==> src/rtl/rf_write_arbiter_if.sv <==
// rf_write_arbiter_if: write-back, multi-cycle result and register-file write port bundle
interface rf_write_arbiter_if #(parameter int DATA_W = 16, parameter int ADDR_W = 3);
   logic                 wb_valid;
   logic [ADDR_W-1:0]    wb_dest;
   logic [DATA_W-1:0]    wb_data;
   logic                 mc_valid;
   logic                 mc_ready;
   logic [ADDR_W-1:0]    mc_dest;
   logic [DATA_W-1:0]    mc_data;
   logic                 rf_we;
   logic [ADDR_W-1:0]    rf_waddr;
   logic [DATA_W-1:0]    rf_wdata;
   logic                 rf_src;
   logic                 stall_req;
   logic [2**ADDR_W-1:0] pend_mask;
   modport master (
      output wb_valid, wb_dest, wb_data, mc_valid, mc_dest, mc_data,
      input  mc_ready, rf_we, rf_waddr, rf_wdata, rf_src, stall_req, pend_mask
   );
   modport slave (
      input  wb_valid, wb_dest, wb_data, mc_valid, mc_dest, mc_data,
      output mc_ready, rf_we, rf_waddr, rf_wdata, rf_src, stall_req, pend_mask
   );
endinterface

==> src/rtl/rf_write_arbiter.sv <==
// rf_write_arbiter: shares the register-file write port between WB and a buffered multi-cycle unit
module rf_write_arbiter #(
   parameter int DATA_W       = 16,
   parameter int ADDR_W       = 3,
   parameter int FIFO_DEPTH   = 2,
   parameter int STARVE_LIMIT = 4
) (
   input logic           clk,
   input logic           rst,
   rf_write_arbiter_if.slave bus
);
   localparam int PW = $clog2(FIFO_DEPTH);
   localparam int CW = $clog2(FIFO_DEPTH + 1);
   localparam int SW = $clog2(STARVE_LIMIT + 1);
   logic [ADDR_W-1:0] mem_dest [FIFO_DEPTH];
   logic [DATA_W-1:0] mem_data [FIFO_DEPTH];
   logic [PW-1:0]     rd_ptr, wr_ptr;
   logic [CW-1:0]     count, count_next;
   logic [SW-1:0]     starve_cnt, starve_next;
   logic              empty, push, pop, grant_wb, stall_next;
   assign empty       = count == '0;
   assign bus.mc_ready = count != CW'(FIFO_DEPTH);
   assign push        = bus.mc_valid && bus.mc_ready;
   // a pending stall hands the port to the FIFO and masks the held WB request
   assign pop         = !empty && (bus.stall_req || !bus.wb_valid);
   assign grant_wb    = bus.wb_valid && !pop;
   assign count_next  = count + CW'(push) - CW'(pop);
   assign starve_next = (empty || pop) ? '0 :
                        (starve_cnt == SW'(STARVE_LIMIT)) ? starve_cnt : starve_cnt + SW'(1);
   assign stall_next  = (count_next == '0) ? 1'b0 :
                        (starve_next == SW'(STARVE_LIMIT)) ? 1'b1 : bus.stall_req;
   always_comb begin
      bus.pend_mask = '0;
      for (int i = 0; i < FIFO_DEPTH; i++)
         if (i < int'(count)) bus.pend_mask[mem_dest[rd_ptr + PW'(i)]] = 1'b1;
   end
   always_ff @(posedge clk)
      if (push) begin
         mem_dest[wr_ptr] <= bus.mc_dest;
         mem_data[wr_ptr] <= bus.mc_data;
      end
   always_ff @(posedge clk or posedge rst)
      if (rst) begin
         rd_ptr        <= '0;
         wr_ptr        <= '0;
         count         <= '0;
         starve_cnt    <= '0;
         bus.stall_req <= 1'b0;
         bus.rf_we     <= 1'b0;
         bus.rf_waddr  <= '0;
         bus.rf_wdata  <= '0;
         bus.rf_src    <= 1'b0;
      end else begin
         if (push) wr_ptr <= wr_ptr + PW'(1);
         if (pop) rd_ptr <= rd_ptr + PW'(1);
         count         <= count_next;
         starve_cnt    <= starve_next;
         bus.stall_req <= stall_next;
         bus.rf_we     <= pop || grant_wb;
         bus.rf_waddr  <= pop ? mem_dest[rd_ptr] : grant_wb ? bus.wb_dest : '0;
         bus.rf_wdata  <= pop ? mem_data[rd_ptr] : grant_wb ? bus.wb_data : '0;
         bus.rf_src    <= pop;
      end
endmodule

==> src/flat_wrapper.sv <==
// flat-port wrapper written by rule: the top's interface ports become plain ports
module rf_write_arbiter_flat 
#(
   parameter int DATA_W       = 16,
   parameter int ADDR_W       = 3,
   parameter int FIFO_DEPTH   = 2,
   parameter int STARVE_LIMIT = 4
)
  (clk, rst, bus_wb_valid, bus_wb_dest, bus_wb_data, bus_mc_valid, bus_mc_dest, bus_mc_data, bus_mc_ready, bus_rf_we, bus_rf_waddr, bus_rf_wdata, bus_rf_src, bus_stall_req, bus_pend_mask);
  rf_write_arbiter_if #(.DATA_W(DATA_W), .ADDR_W(ADDR_W)) bus_i ();
  input logic clk;
  input logic rst;
  input wire logic [$bits(bus_i.wb_valid)-1:0] bus_wb_valid;
  input wire logic [$bits(bus_i.wb_dest)-1:0] bus_wb_dest;
  input wire logic [$bits(bus_i.wb_data)-1:0] bus_wb_data;
  input wire logic [$bits(bus_i.mc_valid)-1:0] bus_mc_valid;
  input wire logic [$bits(bus_i.mc_dest)-1:0] bus_mc_dest;
  input wire logic [$bits(bus_i.mc_data)-1:0] bus_mc_data;
  output wire logic [$bits(bus_i.mc_ready)-1:0] bus_mc_ready;
  output wire logic [$bits(bus_i.rf_we)-1:0] bus_rf_we;
  output wire logic [$bits(bus_i.rf_waddr)-1:0] bus_rf_waddr;
  output wire logic [$bits(bus_i.rf_wdata)-1:0] bus_rf_wdata;
  output wire logic [$bits(bus_i.rf_src)-1:0] bus_rf_src;
  output wire logic [$bits(bus_i.stall_req)-1:0] bus_stall_req;
  output wire logic [$bits(bus_i.pend_mask)-1:0] bus_pend_mask;
  assign bus_i.wb_valid = bus_wb_valid;
  assign bus_i.wb_dest = bus_wb_dest;
  assign bus_i.wb_data = bus_wb_data;
  assign bus_i.mc_valid = bus_mc_valid;
  assign bus_i.mc_dest = bus_mc_dest;
  assign bus_i.mc_data = bus_mc_data;
  assign bus_mc_ready = bus_i.mc_ready;
  assign bus_rf_we = bus_i.rf_we;
  assign bus_rf_waddr = bus_i.rf_waddr;
  assign bus_rf_wdata = bus_i.rf_wdata;
  assign bus_rf_src = bus_i.rf_src;
  assign bus_stall_req = bus_i.stall_req;
  assign bus_pend_mask = bus_i.pend_mask;
  rf_write_arbiter #(.DATA_W(DATA_W), .ADDR_W(ADDR_W), .FIFO_DEPTH(FIFO_DEPTH), .STARVE_LIMIT(STARVE_LIMIT)) u_core (.clk(clk), .rst(rst), .bus(bus_i));
endmodule
==> config.mk <==
export PLATFORM = sky130hd
export DESIGN_NAME = rf_write_arbiter_flat
export DESIGN_NICKNAME = d
export VERILOG_FILES = /design/src/rtl/rf_write_arbiter_if.sv /design/src/rtl/rf_write_arbiter.sv /design/src/flat_wrapper.sv
export SDC_FILE = /design/constraint.sdc
export NUM_CORES = 1
export LEC_CHECK = 0
export ABC_AREA = 1
export BUFFER_PORTS_ARGS = -buffer_cell sky130_fd_sc_hd__buf_2
export CORE_AREA = 8 8 84 86
export CTS_CLUSTER_DIAMETER = 120
export DETAILED_ROUTE_END_ITERATION = 8
export DIE_AREA = 0 0 92 94
export PLACE_DENSITY = 0.85
export SYNTH_ARGS = -nofsm -noshare
export SYNTH_HDL_FRONTEND = slang
export SYNTH_SLANG_ARGS = --single-unit
==> constraint.sdc <==
create_clock -name clk -period 2.8 [get_ports clk]
set_clock_uncertainty 0.1 [all_clocks]
set_input_delay 0.28 -clock clk [delete_from_list [all_inputs] [get_ports clk]]
set_output_delay 0.28 -clock clk [all_outputs]
set_load 0.02 [all_outputs]
==> metrics.txt <==
status=finished clean; GR Overflow Total=0; CP arrival=about 1.8 ns; crit path kind=reg2out; die height=around 94 um; HPWL Detailed=approximately 4500 um; setup TNS=0 ns; Max Cap Viol=0; Residual DRC=0; max-slew violation count=0; Mapped Nets=between 300 and 400; Synth Area per Inst=roughly 10 sq um; Filler cells=a little under 500; Seq/Total Area, Yosys=0.652; antenna viol nets, final=0; antenna cells=0; Detailed Routing Iterations Pass 1=4; number of CTS-inserted buffers=9; fraction of layout instances using a drive strength above 1=0.288; number of synthesized flops with an enable pin=38; Peak VDD IR=approximately 0.62 mV; worst hold path type=in2reg; postcts setup bufs=0; CP max stage delay=just over 0.6 ns; sequential power share=0.390; crit path launch type=flop; most used cell, CP=nand2_1; Hold Fails Final Rpt=0; clock network power share=0.227; Core ar.=around 5700 sq um; mapped cell area=~2900 sq um; internal power=0.00230 W; IO buf count=72; CP cell instances=nand2_1 -> o21ai_2 -> nand2_1 -> o21ai_0 -> buf_2; Layout Cells excl Fill=roughly 440; setup violators final=0; DRT Wirelength=between 6000 and 7000 um; first-pass GRT wire length=10,300 um; Worst Path Required=between 2 and 2.5 ns; die width=around 90 um; TritonCTS clock tree=done; Via Count=~2,100; Gate power share=0.383; Slew Limit Headroom=0.270; largest net degree at the start of global routing=30; area delta synth->final=21.5%; Tcrit/Tclk final=0.789; H-tree levels=3; IO Pins=73; die area=between 8000 and 9000 sq um; top_reg_cell synth=edfxtp_1; vias per cell=slightly below 5; Slew @ Worst Pin=around 1.1 ns; max frequency=0.453 GHz; clk sinks=67; RSZ-0062 raised after global routing=false; Lkg Pwr=1.72 nW; # placed instances=420; initial cell density of the core=0.498; min Tclk post-route=about 2.2 ns; Placer Congestion=around 0.84; vias in the first global route=2,172; initial antenna violation count=0; Row Count=28; CTS root buf=clkbuf_8; Resize count post-CTS=0; CP endpoint kind=output port; Cell variety after synth=23; DR iter-0 viols=between 100 and 150; cts hold-fix bufs=0; R2R Setup Slk=approximately 0.7 ns; Tot GR Track Use=0.157; Sw Ratio=0.396; Crit Path Max Fanout=13; Clock Tree Buf Depth=2; P_sw=0.00151 W; nets=402; routed wire length per instance=14.4 um; Mapped Cells=280; slowest CP cell=dfrtp_1; worst skew pair latency=between 0.3 and 0.4 ns; Yosys reg bits=67; yosys warns=0; ys async rst share=0.433; clock transition at the registers of the reported paths=approximately 0.07 ns; cell area power density=between 1000 and 1500 nW/um^2
## worst max-delay path, delay by kind of cell (launching register included)
family,cells,cell delay (ns)
and+or+nand+nor,2,0.24
AOI/OAI and AO/OA,2,0.39
buffers and inverters,1,0.24
DFF,1,0.62
## cell usage after synthesis (4+ instances only)
master / n / area [sq um]
o21ai_1: 4 / 20.0
buf_6: 5 / 56.3
o21ai_2: 4 / 35.0
inv_1: 22 / 82.6
nand2_1: 110 / 413
edfxtp_1: 38 / 1140
o21ai_0: 9 / 45.0
dfrtp_1: 29 / 726
nor2_1: 15 / 56.3
nand3_1: 23 / 115
ha_1: 4 / 50.1
## layout make-up
type	instances	area [sq um]	share of cell area
Multi-Input combinational cell	177	815	0.234
Clock inverter	7	92.6	0.0266
Inverter	26	103	0.0295
Clock buffer	9	124	0.0356
Timing Repair Buffer	75	383	0.110
Tap cell	75	93.8	0.0270
Sequential cell	67	1870	0.537
## cell usage in the layout (no fill, tap or decap), types with 2 or more instances in the layout
| cell type | Yosys | layout |
|---|---|---|
| buf_2 | 1 | 72 |
| buf_4 | 2 | 3 |
| bufinv_16 | 0 | 2 |
| clkbuf_8 | 0 | 9 |
| clkinv_2 | 0 | 3 |
| clkinv_4 | 0 | 2 |
| dfrtp_1 | 29 | 29 |
| edfxtp_1 | 38 | 38 |
| ha_1 | 4 | 4 |
| inv_1 | 22 | 22 |
| inv_2 | 2 | 2 |
| inv_4 | 2 | 2 |
| nand2_1 | 110 | 110 |
| nand3_1 | 23 | 23 |
| nor2_1 | 15 | 13 |
| nor2_2 | 0 | 2 |
| o21ai_0 | 9 | 9 |
| o21ai_1 | 4 | 4 |
| o21ai_2 | 4 | 4 |
| xor2_1 | 2 | 2 |
## per-layer routing
layer / global-route usage / up-vias / share of wire
met5: 0 / - / 0
met1: 0.163 / 1003 / 0.38
met3: 0.0408 / 18 / 0.042
met2: 0.278 / 61 / 0.54
met4: 0.101 / 0 / 0.033
li1: - / 1048 / -
## through the flow
step                setup slack (ns)  hold WS [ns]  instance area (sq um)  total power [W]  utilization
detailed placement             0.577         0.372                   3260          0.00297        0.568
global placement               0.687         0.370                   3260          0.00289        0.568
finish                         0.592        0.0257                   3480          0.00381        0.605
floorplan                      0.659         0.258                   2860          0.00258            -
global route                   0.406      0.000653                   3480          0.00410        0.605
CTS                            0.648       0.00673                   3480          0.00386        0.605
## flip-flops by register name, summed over array words and instances, names as in the netlist
signal	cells
u_core.starve_cnt	3
u_core.bus.rf_waddr	3
u_core.wr_ptr	1
u_core.bus.stall_req	1
u_core.bus.rf_we	1
u_core.mem_data	32
u_core.mem_dest	6
u_core.bus.rf_src	1
u_core.rd_ptr	1
u_core.bus.rf_wdata	16
u_core.count	2
## kinds of logic after synthesis
logic type                 after synthesis  share of synthesized area
xor gates and xnor gates                 3                    0.00918
DFF                                     67                      0.652
and+or+nand+nor                        152                      0.219
AOI/OAI and AO/OA                       18                     0.0367
adders and majority gates                4                     0.0175
buffers and inverters                   36                     0.0651
## path summary, 6_finish.rpt
kind	start	to	cells after the start
worst max-delay path	u_core.rd_ptr	bus_pend_mask[7]	5
worst min-delay path	bus_mc_data[11]	u_core.mem_data[1][11]	1
worst max register to register	u_core.count[1]	u_core.bus.stall_req	12
worst min register to register	u_core.bus.stall_req	u_core.bus.stall_req	2
max in group asynchronous	rst	u_core.bus.rf_wdata[5]	2
min in group asynchronous	rst	u_core.bus.rf_wdata[8]	2
## power by group through the flow
| stage | logic (W) | registers (W) | clock network, W |
|---|---|---|---|
| global placement | 0.00140 | 0.00149 | 0 |
| floorplan | 0.000964 | 0.00161 | 0 |
| CTS | 0.00148 | 0.00149 | 0.000890 |
| detailed placement | 0.00146 | 0.00151 | 0 |
| global route | 0.00165 | 0.00152 | 0.000931 |
| finish | 0.00146 | 0.00149 | 0.000866 |
No activity file was read; power rests on OpenSTA's default activity.
